**src/rtl/pointer_uart_tx.sv**
```systemverilog
// pointer_uart_tx
// Byte-oriented UART transmitter (8N1, LSB first, idle high) fronted by a
// 4-entry FIFO. The bit period is chosen per frame from CLKS_PER_BIT or
// CLKS_PER_BIT_OC, depending on overclock at the moment the frame starts.
//
// Ports:
//   clk             system clock, all logic on posedge
//   reset_n         synchronous active-low reset
//   overclock       selects CLKS_PER_BIT_OC for the next frame started
//   flush           empties the FIFO (the frame on the line is not affected)
//   serial_in_write 1-cycle write strobe, no backpressure
//   serial_in_data  byte to enqueue with serial_in_write
//   txd             serial line output
//   busy            a frame is on the line or bytes are queued
//   level           FIFO occupancy 0..4
//   overflow        sticky, a write was dropped because the FIFO was full
module pointer_uart_tx #(
  parameter int CLKS_PER_BIT    = 25000,
  parameter int CLKS_PER_BIT_OC = 20000
) (
  input  logic       clk,
  input  logic       reset_n,
  input  logic       overclock,
  input  logic       flush,
  input  logic       serial_in_write,
  input  logic [7:0] serial_in_data,
  output logic       txd,
  output logic       busy,
  output logic [2:0] level,
  output logic       overflow
);

  localparam int MAX_CLKS = (CLKS_PER_BIT > CLKS_PER_BIT_OC) ? CLKS_PER_BIT : CLKS_PER_BIT_OC;
  localparam int CNT_W    = (MAX_CLKS > 1) ? $clog2(MAX_CLKS) : 1;
  localparam logic [CNT_W-1:0] PERIOD_M1    = CNT_W'(CLKS_PER_BIT - 1);
  localparam logic [CNT_W-1:0] PERIOD_OC_M1 = CNT_W'(CLKS_PER_BIT_OC - 1);

  typedef enum logic [1:0] {IDLE, START, DATA, STOP} state_t;

  state_t           state, state_next;
  logic [7:0]       mem [0:3];
  logic [1:0]       wr_ptr, rd_ptr;
  logic [7:0]       shift_q, shift_next;
  logic [2:0]       bit_idx, bit_next, bit_inc;
  logic [CNT_W-1:0] cnt, cnt_next, period_m1, period_next;
  logic             txd_next;
  logic             pop, push, drop, can_pop, cnt_done;
  logic [2:0]       level_next;

  // A pop is only allowed when bytes are queued and no flush is pending;
  // flush takes priority so a same-cycle pop never consumes a discarded byte.
  assign can_pop  = (level != 3'd0) && !flush;
  assign cnt_done = (cnt == '0);
  assign bit_inc  = bit_idx + 3'd1;

  // Transmit FSM next-state and datapath. Starting a frame (from IDLE or
  // straight out of the last STOP cycle) latches the head byte and the bit
  // period, so overclock changes mid-frame only affect the following frame.
  always_comb begin
    state_next  = state;
    shift_next  = shift_q;
    bit_next    = bit_idx;
    cnt_next    = cnt;
    period_next = period_m1;
    txd_next    = txd;
    pop         = 1'b0;
    case (state)
      IDLE: begin
        txd_next = 1'b1;
        if (can_pop) begin
          pop         = 1'b1;
          state_next  = START;
          shift_next  = mem[rd_ptr];
          period_next = overclock ? PERIOD_OC_M1 : PERIOD_M1;
          cnt_next    = overclock ? PERIOD_OC_M1 : PERIOD_M1;
          txd_next    = 1'b0;
        end
      end
      START: begin
        if (cnt_done) begin
          state_next = DATA;
          cnt_next   = period_m1;
          bit_next   = 3'd0;
          txd_next   = shift_q[0];
        end else begin
          cnt_next = cnt - CNT_W'(1);
        end
      end
      DATA: begin
        if (cnt_done) begin
          cnt_next = period_m1;
          if (bit_idx == 3'd7) begin
            state_next = STOP;
            txd_next   = 1'b1;
          end else begin
            bit_next = bit_inc;
            txd_next = shift_q[bit_inc];
          end
        end else begin
          cnt_next = cnt - CNT_W'(1);
        end
      end
      STOP: begin
        if (cnt_done) begin
          if (can_pop) begin
            pop         = 1'b1;
            state_next  = START;
            shift_next  = mem[rd_ptr];
            period_next = overclock ? PERIOD_OC_M1 : PERIOD_M1;
            cnt_next    = overclock ? PERIOD_OC_M1 : PERIOD_M1;
            txd_next    = 1'b0;
          end else begin
            state_next = IDLE;
            txd_next   = 1'b1;
          end
        end else begin
          cnt_next = cnt - CNT_W'(1);
        end
      end
      default: begin
        state_next = IDLE;
        txd_next   = 1'b1;
      end
    endcase
  end

  // FIFO admission. A full FIFO still accepts a write when the head is
  // popped in the same cycle, because a slot frees up on that edge.
  always_comb begin
    push       = serial_in_write && !flush && ((level != 3'd4) || pop);
    drop       = serial_in_write && !flush && (level == 3'd4) && !pop;
    level_next = level;
    if (flush) begin
      level_next = 3'd0;
    end else begin
      case ({push, pop})
        2'b10:   level_next = level + 3'd1;
        2'b01:   level_next = level - 3'd1;
        default: level_next = level;
      endcase
    end
  end

  // Control and datapath registers.
  always_ff @(posedge clk) begin
    if (!reset_n) begin
      state     <= IDLE;
      txd       <= 1'b1;
      shift_q   <= 8'd0;
      bit_idx   <= 3'd0;
      cnt       <= '0;
      period_m1 <= '0;
      wr_ptr    <= 2'd0;
      rd_ptr    <= 2'd0;
      level     <= 3'd0;
      overflow  <= 1'b0;
    end else begin
      state     <= state_next;
      txd       <= txd_next;
      shift_q   <= shift_next;
      bit_idx   <= bit_next;
      cnt       <= cnt_next;
      period_m1 <= period_next;
      level     <= level_next;
      if (drop) overflow <= 1'b1;
      if (flush) begin
        wr_ptr <= 2'd0;
        rd_ptr <= 2'd0;
      end else begin
        if (push) wr_ptr <= wr_ptr + 2'd1;
        if (pop)  rd_ptr <= rd_ptr + 2'd1;
      end
    end
  end

  // FIFO storage carries no reset; stale entries are never read because
  // level gates every pop.
  always_ff @(posedge clk) begin
    if (push) mem[wr_ptr] <= serial_in_data;
  end

  assign busy = (state != IDLE) || (level != 3'd0);

endmodule

```
**config.mk**
```make
export PLATFORM = sky130hd
export DESIGN_NAME = pointer_uart_tx
export DESIGN_NICKNAME = d
export VERILOG_FILES = /design/src/rtl/pointer_uart_tx.sv
export SDC_FILE = /design/constraint.sdc
export NUM_CORES = 1
export LEC_CHECK = 0
export CAP_MARGIN = 5
export CORE_MARGIN = 5
export CORE_UTILIZATION = 54
export DETAILED_ROUTE_END_ITERATION = 16
export GPL_TIMING_DRIVEN = 0
export HOLD_SLACK_MARGIN = 0.12
export PLACE_DENSITY = 0.84
export SLEW_MARGIN = 20
export SYNTH_ARGS = -nofsm -noshare
export SYNTH_HDL_FRONTEND = slang
export SYNTH_SLANG_ARGS = --single-unit
export TNS_END_PERCENT = 30
```
**constraint.sdc**
```tcl
create_clock -name clk -period 2.6 [get_ports clk]
set_clock_uncertainty 0.05 [all_clocks]
set_input_delay 0.52 -clock clk [delete_from_list [all_inputs] [get_ports clk]]
set_output_delay 0.52 -clock clk [all_outputs]
set_load 0.03 [all_outputs]
```
==> impl_metrics.csv <==
group,metric,value,unit
outcome,outcome,"completed",
place,gp_congestion,0.896,
clock_tree,cts.reportedPaths.clkPinSlew,0.08,ns
sta,fin_tns_setup,0,ns
global_route,grt_start_max_net_pins,15,
clock_tree,h-tree-depth,3,
synthesis,synth_common_cells,"42 x dfxtp_1, 40 x nand2_1, 32 x edfxtp_1, 27 x nor2_1, 21 x a21oi_1",
clock_tree,cts_buffers,9,
critical_path,cp_max_fo,7,
die,core_area,6790,um^2
sta,min_period_over_period,0.987,
clock_tree,clkSinkCount,74,
synthesis,synth-seq-cells,74,
clock_tree,worstSkewPairLatency,0.36,ns
clock_tree,cts_tree,"yes",
die,dieWidth,93.7,um
synthesis,ys_seq_area_frac,0.477,
die,die_y,93.7,um
global_route,grt_use_total,0.196,
critical_path,critPathSlowestCell,"nor4_1",
pwr,ir_drop,0.489,mV
route,avgViaCountPerCell,5.96,
synthesis,synth_cell_types,64,
synthesis,synth_area_leaders,"edfxtp_1 25%, dfxtp_1 22%, mux4_2 6.0%",
synthesis,synth_nets,392,
sta,relSlewSlack,0.349,
sta,setup_slack,0.0325,ns
route,drc,0,
clock_tree,clockRootBuffer,"clkbuf_8",
route,drtAntennaViolNets,0,
route,avgRoutedWirePerCell,16.5,um
place,dp_hpwl,5.63,mm
critical_path,start_kind,"register",
place,post-place-ws,-0.581,ns
sta,hold_viol,0,
route,drtIter0Drc,212,
place,port-buffer-count,18,
synthesis,synth_top_cell_area_share,0.254,
run,max_cap_viol_count,0,
critical_path,cp.arrival,2.77,ns
route,vias,2948,
sta,setup_viol,0,
cells_and_area,area_growth,16.1,%
synthesis,synth_most_common_cell,"dfxtp_1",
route,routed_wl,8.18,mm
pwr,powerDensity,1030,nW/um^2
critical_path,critPathCaptureType,"register",
critical_path,max_stage_delay,0.44,ns
synthesis,synth_warnings,0,
clock_tree,clock_path_buffers,2,
cells_and_area,nets,421,
cells_and_area,diodes,0,
sta,finalCriticalPeriod,2.57,ns
critical_path,crit_buf_inv,3,
sta,fmax,389,MHz
synthesis,synth_top_area_cell,"edfxtp_1",
die,boundaryPins,19,
synthesis,ys.flop_type,"dfxtp_1",
critical_path,critPathTopFamily,"simple AND/OR/NAND/NOR gates",
critical_path,worst_ep_required_time,2.80,ns
route,dr.pass1.iters,4,
synthesis,synth-async-reset-ratio,0,
synthesis,avgSynthCellArea,10.4,um^2
sta,slew_viol_final,0,
synthesis,syn-cell-area,3780,um^2
die,start_util,0.556,
global_route,gr-total-overflow,0,
sta,grt_setup_unrepaired,"true",
pwr,power,4.50,mW
min_path,hp-class,"register to register",
synthesis,netlist_instances,365,
cells_and_area,layout-drive-gt1-share,0.135,
global_route,grt_pass1_vias,2848,
synthesis,synth-edff-count,32,
die,dieArea,8770,um^2
die,rows,30,
global_route,antenna_found_initial,0,
critical_path,worstPathCellList,"buf_6 > nor4_1 > and4_1 > clkbuf_4 > o211a_1 > inv_1 > fa_1 > nor2_1 > a22oi_2 > mux2i_1",
critical_path,path_class,"register to register",
sta,tightest_slew,0.975,ns
pwr,leakagePower,1.64,nW
global_route,grt_pass1_wl,13.5,mm
kinds of logic after synthesis:
group / count (synthesis) / share of synthesized area
muxes: 14 / 0.0709
and+or+nand+nor: 129 / 0.175
buffers and inverters: 35 / 0.0384
AOI/OAI and AO/OA: 93 / 0.176
DFF: 74 / 0.477
adders and majority gates: 14 / 0.0483
xor gates and xnor gates: 6 / 0.0139
final cells by class:
| type | count | area (um^2) |
|---|---|---|
| clock inverters | 7 | 98.8 |
| flip-flops and latches | 74 | 1800 |
| plain buffers | 17 | 80.1 |
| clock buffers | 9 | 124 |
| fillers | 512 | 2410 |
| well taps | 96 | 120 |
| multi-input cells | 256 | 1900 |
| repair buffers | 20 | 198 |
| inverters | 16 | 60.1 |
cells in the final DEF, fill, tap and decap left out, drive strengths merged, types with 7 or more instances in the layout:
cell type	Yosys	final
nor3	9	9
buf	6	7
a21boi	14	14
a21oi	21	21
o21ai	14	14
nand2	40	40
dfxtp	42	42
edfxtp	32	32
ha	13	13
mux4	10	10
inv	16	19
clkbuf	13	21
nand3	8	8
nor2	27	27
clkdlybuf4s50	0	17
tightest hold or removal path, cell delays in order, from the launching register on:
cell and delay (ns):
dfxtp_1 0.31, nand2_1 0.05, a21boi_0 0.06
state kept, by name, indices dropped and copies added, names as in the netlist, named ones only:
register / flops
period_m1: 3
state: 2
mem: 32
txd: 1
wr_ptr: 2
level: 3
overflow: 1
rd_ptr: 2
shift_q: 8
bit_idx: 3
cnt: 15
what timing repair did:
action | in CTS | in global routing
setup buffers | 2 | 0
hold buffers | 0 | 0
resized for setup | 8 | 14
endpoints found under the hold margin | 0 | 0
pin swaps | 1 | 0
cloned | 0 | 0
setup endpoints to repair | 36 | 44
path summary, 6_finish.rpt:
check	start	to	slack (ns)	cells after the start
worst min register to register	shift_q[5]	shift_q[5]	0.42	2
worst min-delay path	shift_q[5]	shift_q[5]	0.42	2
worst max register to register	cnt[4]	level[2]	0.03	10
worst max-delay path	cnt[4]	level[2]	0.03	10
through the flow:
| stage | std cells | area [um^2] | utilization | hold WS (ns) |
|---|---|---|---|---|
| 2_1_floorplan | 365 | 3780 | - | 0.385 |
| 3_3_place_gp | 479 | 4080 | 0.601 | 0.398 |
| 3_5_place_dp | 479 | 4080 | 0.601 | 0.410 |
| 4_1_cts | 496 | 4340 | 0.639 | 0.421 |
| 5_1_grt | 495 | 4390 | 0.646 | 0.441 |
| 6_report | 495 | 4390 | 0.646 | 0.416 |
metal layers:
metal / share of wire / up-vias / global-route usage
met4: 0.021 / 0 / 0.0794
met5: 0 / - / 0
met3: 0.070 / 20 / 0.0465
met1: 0.43 / 1395 / 0.254
li1: - / 1436 / -
met2: 0.48 / 97 / 0.316
power by group:
group          internal, mW  leakage [nW]  switching [mW]
registers              1.32         0.631           0.115
logic                 0.780         0.899            1.27
clock network         0.549         0.112           0.462
total                  2.65          1.64            1.85
(Power assumes the default switching activity.)
